==> src/rtl/fetch_pkg.sv <==
// Shared definitions for the instruction fetch unit: FSM state encoding and
// default datapath widths.
package fetch_pkg;

    localparam int unsigned DEFAULT_ADDR_W  = 8;
    localparam int unsigned DEFAULT_INSTR_W = 8;

    typedef enum logic [1:0] {
        S_IDLE  = 2'd0,
        S_FETCH = 2'd1,
        S_ISSUE = 2'd2,
        S_HALT  = 2'd3
    } fetch_state_e;

endpackage

==> src/rtl/fetch_unit_pc_next.sv <==
// Next-PC selection: priority mux (halt > jump > branch > sequential) plus a
// wrapping incrementer.
module pc_next
    import fetch_pkg::*;
#(
    parameter int unsigned ADDR_W = DEFAULT_ADDR_W
) (
    input  logic [ADDR_W-1:0] pc,
    input  logic              halt,
    input  logic              jump,
    input  logic [ADDR_W-1:0] jump_addr,
    input  logic              branch_taken,
    input  logic [ADDR_W-1:0] branch_addr,
    output logic [ADDR_W-1:0] pc_nxt
);

    logic [ADDR_W-1:0] pc_inc;

    // Carry out is dropped, so all-ones wraps to zero.
    assign pc_inc = pc + ADDR_W'(1);

    always_comb begin
        pc_nxt = pc_inc;
        if (halt) begin
            pc_nxt = pc;
        end else if (jump) begin
            pc_nxt = jump_addr;
        end else if (branch_taken) begin
            pc_nxt = branch_addr;
        end
    end

endmodule

==> src/rtl/fetch_unit.sv <==
// Instruction fetch unit: requests one instruction at pc, issues it until the
// consumer accepts, then redirects pc according to halt/jump/branch.
module fetch_unit
    import fetch_pkg::*;
#(
    parameter int unsigned           ADDR_W   = DEFAULT_ADDR_W,
    parameter int unsigned           INSTR_W  = DEFAULT_INSTR_W,
    parameter logic [ADDR_W-1:0]     RESET_PC = '0
) (
    input  logic               clk,
    input  logic               rst_n,
    input  logic               branch_taken,
    input  logic [ADDR_W-1:0]  branch_addr,
    input  logic               jump,
    input  logic [ADDR_W-1:0]  jump_addr,
    input  logic               halt,
    input  logic               stall,
    output logic               imem_req,
    output logic [ADDR_W-1:0]  imem_addr,
    input  logic               imem_ack,
    input  logic [INSTR_W-1:0] imem_rdata,
    output logic [INSTR_W-1:0] instr,
    output logic               instr_valid,
    output logic [ADDR_W-1:0]  pc,
    output logic               halted
);

    fetch_state_e       state_q, state_d;
    logic [ADDR_W-1:0]  pc_q, pc_d, pc_sel;
    logic [INSTR_W-1:0] instr_q, instr_d;

    pc_next #(
        .ADDR_W (ADDR_W)
    ) u_pc_next (
        .pc           (pc_q),
        .halt         (halt),
        .jump         (jump),
        .jump_addr    (jump_addr),
        .branch_taken (branch_taken),
        .branch_addr  (branch_addr),
        .pc_nxt       (pc_sel)
    );

    always_ff @(posedge clk or negedge rst_n) begin
        if (!rst_n) begin
            state_q <= S_IDLE;
            pc_q    <= RESET_PC;
            instr_q <= '0;
        end else begin
            state_q <= state_d;
            pc_q    <= pc_d;
            instr_q <= instr_d;
        end
    end

    // Outputs decode from the state register only, so reset clears them at once.
    always_comb begin
        state_d     = state_q;
        pc_d        = pc_q;
        instr_d     = instr_q;
        imem_req    = 1'b0;
        instr_valid = 1'b0;
        halted      = 1'b0;
        case (state_q)
            S_IDLE: begin
                state_d = S_FETCH;
            end
            S_FETCH: begin
                imem_req = 1'b1;
                if (imem_ack) begin
                    instr_d = imem_rdata;
                    state_d = S_ISSUE;
                end
            end
            S_ISSUE: begin
                instr_valid = 1'b1;
                if (!stall) begin
                    pc_d    = pc_sel;
                    state_d = halt ? S_HALT : S_FETCH;
                end
            end
            S_HALT: begin
                halted = 1'b1;
            end
            default: begin
                state_d = S_IDLE;
            end
        endcase
    end

    assign imem_addr = pc_q;
    assign pc        = pc_q;
    assign instr     = instr_q;

endmodule

==> config.mk <==
export PLATFORM = sky130hd
export DESIGN_NAME = fetch_unit
export DESIGN_NICKNAME = d
export VERILOG_FILES = /design/src/rtl/fetch_pkg.sv /design/src/rtl/fetch_unit_pc_next.sv /design/src/rtl/fetch_unit.sv
export SDC_FILE = /design/constraint.sdc
export NUM_CORES = 1
export LEC_CHECK = 0
export CORE_ASPECT_RATIO = 0.5
export CORE_MARGIN = 2
export CORE_UTILIZATION = 40
export DETAILED_ROUTE_END_ITERATION = 7
export DONT_BUFFER_PORTS = 1
export PLACE_DENSITY_LB_ADDON = 0.1
export SYNTH_ARGS = -nofsm -noshare
export SYNTH_HDL_FRONTEND = slang
export SYNTH_SLANG_ARGS = --single-unit
export TNS_END_PERCENT = 5
==> constraint.sdc <==
create_clock -name clk -period 1.6 [get_ports clk]
set_clock_uncertainty 0.05 [all_clocks]
set_input_delay 0.16 -clock clk [delete_from_list [all_inputs] [get_ports clk]]
set_output_delay 0.16 -clock clk [all_outputs]
set_load 0.005 [all_outputs]
# [Word-level counts from Yosys, hierarchy flattened]
# Index checks and enable logic that the tools add are counted.
[op_classes] muxes=9 n_eq_ne=5 addsub=1 bitwise=2 reduce_logical=5
[ops] op="two-way mux 8 bit" count=2
[ops] op="adder 8 x 1 -> 8 bit, second input constant" count=1
[ops] op="two-way mux 2 bit" count=3
[ops] op="one-hot mux 2 bit (3 select lines)" count=1
[ops] op="AND reduction 3 bit" count=2
[ops] op="== test 2 bit, second input constant" count=2
[ops] op="!= test 2 bit, second input constant" count=2
[ops] op="two-way mux 1 bit" count=3
[ops] op="nonzero test 3 bit" count=1
[ops] op="== test 2 x 1 -> 1 bit, second input constant" count=1
[ops] op="logical NOT 2 bit" count=1
[ops] op="inverter 1 bit" count=2
[ops] op="AND reduction 2 bit" count=1
[totals] output_inout_bits=27 word_cells=25 register_bits=18

# [Longest topological paths before layout]
[logic_depth] ltp_word=3 mapped_depth=7

# [Modules after synthesis]
# A second synthesis with hierarchy kept.
[hier_totals] cells_unflattened=128 hier_area_um2=1340.0
[by_module_without_submodules] module="fetch_unit" cells_each=59 n_inst=1 area_per_inst_um2=877.1
[by_module_without_submodules] module="pc_next" cells_each=69 n_inst=1 area_per_inst_um2=462.9

# [Least setup slack after synthesis]
# Ideal clock, no wire load.
[synth_timing] kind="register to register" from="register state_q[0]" to="register pc_q[6] (netlist: imem_addr[6])" period_less_slack_ps=1762 required_ps=1420 setup_slack_ps=-162 path_stages_with_launch=8 path_buffers=1 t_arrival_ps=1581 setup_ps=130 path_cell_list="dfrtp_1 > inv_1 > ha_1 > or3b_1 > buf_6 > or3_1 > o21ai_2 > a211oi_2"
[synth_between] elab_chain_len=2
[synth_rtl] element="start, declared" line_no="fetch_unit.sv:28" text="fetch_state_e state_q, state_d;"
[synth_rtl] element="start signal, assigned" line_no="fetch_unit.sv:50" text="state_q <= state_d;"
[synth_rtl] element="== test 2 bit" line_no="fetch_unit.sv:64" text="case (state_q)"
[synth_rtl] element="AND reduction 3 bit (no source line)"
[synth_rtl] element="end signal, assigned" line_no="fetch_unit.sv:51" text="pc_q <= pc_d;"
[synth_rtl] element="end, declared" line_no="fetch_unit.sv:29" text="logic [ADDR_W-1:0] pc_q, pc_d, pc_sel;"
# Every way passes these cells.
# A chain may end at the register's enable or synchronous reset.

# [Worst setup path in the final report]
# Ends and elaborated chain as after synthesis.

==> out/metrics.cfg <==
[outcome]
status = finished, final reports clean

[global_route]
grt_max_degree = 19
grt.total_usage = 0.1508
grt_pass1_vias = 750
grt_pass1_wl_um = 3477
antenna_found_initial = 0
gr-total-overflow = 0

[timing]
rsz0062_at_grt = true
layout_setup_ws_ps = 1.050
setup_viol = 0
hold_viol = 0
finalCriticalPeriod_ps = 1599
post-route-period-util = 0.9993
max_slew_margin = 0.4413
worst_slew_pin_slew_ps = 835.3
fmax_ghz = 0.6254
slew_violations = 0

[die]
core_sq_mm = 0.002603
die-area_sq_mm = 0.003220
die_w_um = 78.28
pin_count = 58
std_cell_rows = 13
start_util = 0.4240
die_h_um = 41.14

[setup_path]
worstSetupStartpoint = state_q[0]
worstReg2RegEnd = imem_addr[6]
cpLargestDelayFamily = simple AND/OR/NAND/NOR gates
critical_path_class = flop to flop
arrival_ps = 1680
reg2reg_slack_ps = 1
reg2reg_depth = 6
r2r-start = state_q[0]
crit_slowest_cell = or3b_4
startpoint_type = flop
end_kind = flop
crit_buf_inv = 1
path_max_fanout = 3
path_cells = inv_1, ha_2, or3b_4, or3_1, o21ai_2, a211oi_2
critPathMaxStageDelay_ps = 390
worstPathRequired_ps = 1690

[route]
vias = 840
wl_um = 2426
drt-pass1-iter-count = 5
viasPerCell = 5.283
postRouteAntennaNets = 0
drc = 0
dr.first_iter.drc_count = 32
wl_per_cell_um = 15.26

[yosys]
muxShareOfSynthArea = 0.1179
synth-xor-area-share = 0.03968
synth_top_family_by_area = compound AO/OA/AOI/OAI gates
yosysTopAreaCell = dfrtp_1
synthAdderAreaFrac = 0.05669
avgSynthCellArea_sq_um = 9.596
synth.area.top_cells = dfrtp_1 (41%), mux2_2 (8.2%), ha_1 (5.7%)
synthSimpleGateAreaFrac = 0.1463
synth-compound-area-share = 0.1463
ys_ff_latch = 18
netlist_area_sq_mm = 0.001104
yosysUniqueCellTypes = 28
synth_top_area_frac = 0.4082
seq_area_frac_synth = 0.4082
synthCells = 115
yosys_warnings = 0
syn_nets = 151

[clocking]
clockBufferDepth = 2
htree_levels = 1
numCtsBuffers = 3
cts_setup_buffers = 0
clock-root-buffer = clkbuf_8
clkTransAtPathRegs_ps = 70
clk_latency_ps = 250
cts_tree = yes
clock-sinks = 18

[worst_hold_path]
hold_path_class = primary input to flop
min_to = instr[4]
hp-start = imem_rdata[4]
hold_path_depth = 1

[pwr]
total_leakage_power_uw = 0.0005593
p_sw_uw = 165.4
seq_power_share = 0.529
pwr_density_cell_mw_per_mm2 = 683.0
totalPowerFinal_uw = 860.5
p_sw_frac = 0.1923
pwr-share-comb = 0.047
peakVddDrop_v = 0.0004330
pwr-share-clk = 0.424
p_int_uw = 695.1

[finish]
syn2layout_area_growth_pct = 14.17
antenna-diode-count = 0
mostFrequentLayoutCell = dfrtp_1
mostFrequentLayoutCells = dfrtp_1 (18), nand2_1 (13), o21ai_0 (10), mux2_2 (8), nor2_1 (8)
final_layout_size_suffix_gt1_frac = 0.2131
fin_nets = 159

[placed_design]
place_congestion = 0.7683
place_ws_ps = -6.567
port_buffers = 0
dp_hpwl_um = 1858

[job]
cap_violations = 0

==> sequential cells by signal (all words and copies together) (netlist names) <==
name / cells
imem_addr: 8
instr: 8
state_q: 2
==> synthesized netlist by cell type <==
master    instances
a211oi_2          1
a21oi_1           6
a222oi_1          1
a31oi_1           1
buf_4             8
buf_6             1
clkbuf_1          2
dfrtp_1          18
ha_1              5
inv_1             4
mux2_2            8
mux2i_1           4
nand2_1          14
nand2b_1          1
nand3_1           4
nor2_1            8
nor2b_1           2
nor3_1            1
nor3b_1           1
nor3b_2           1
o211ai_1          4
o21ai_0          10
o21ai_2           1
o22ai_1           1
o31ai_1           1
or3_1             1
or3b_1            1
xnor2_1           5
==> final cells by class <==
class	instances	area, sq um
flip-flops and latches	18	450.4
inverters	4	15.01
multi-input cells	82	570.5
clock buffers	4	55.05
fillers	256	1343
well taps	37	46.29
repair buffers	14	122.6
==> through the flow <==
stage / utilization / instances / hold WS [ps] / setup TNS, ps / cell area [sq um]
after floorplan: - / 115 / -185.6 / -162.2 / 1106
after global placement: 0.4327 / 148 / -185.1 / 0 / 1126
after detailed placement: 0.4327 / 148 / -185.1 / -6.567 / 1126
after CTS: 0.4663 / 155 / 4.183 / -5.906 / 1214
after global routing: 0.4841 / 159 / 1.101 / -104.5 / 1260
final: 0.4841 / 159 / 8.888 / 0 / 1260
==> cell families after synthesis <==
family | count (synthesis)
AO/OA/AOI/OAI | 26
XOR/XNOR | 5
adder cells (fa/ha/maj) | 5
buffers and inverters | 15
flip-flops | 18
multiplexers | 12
AND/OR/NAND/NOR | 34
==> routing by layer <==
layer  vias to the layer above  share of wire  GRT usage
met4                         0         0.0029    0.01316
met3                         2          0.081    0.06828
li1                        409              -          -
met1                       400           0.42     0.1773
met5                         -              0          0
met2                        29           0.50     0.2759
==> power by group through the flow <==
stage,clock network (uW),logic (uW),registers (uW)
5_1_grt,396,45.8,455
3_5_place_dp,0,17.9,464
3_3_place_gp,0,17.6,464
6_report,365,40.5,455
2_1_floorplan,0,21.9,464
4_1_cts,376,33.4,455
==> timing repair <==
action	in CTS	in global routing
hold buffers	3	4
endpoints found under the hold margin	19	4
cloned	0	0
gates resized for setup	1	2
endpoints found under the setup margin	1	11
==> worst max path at each step <==
stage / end / slack, ps / depth (start not counted)
finish: imem_addr[6] / 1 / 6
floorplan: imem_addr[6] / -150 / 7
global route: imem_addr[6] / -60 / 6
detailed placement: imem_addr[6] / -7 / 6
CTS: imem_addr[6] / -6 / 6
global placement: imem_addr[6] / 6 / 6
Note: power is estimated with default switching activity, not from simulation.
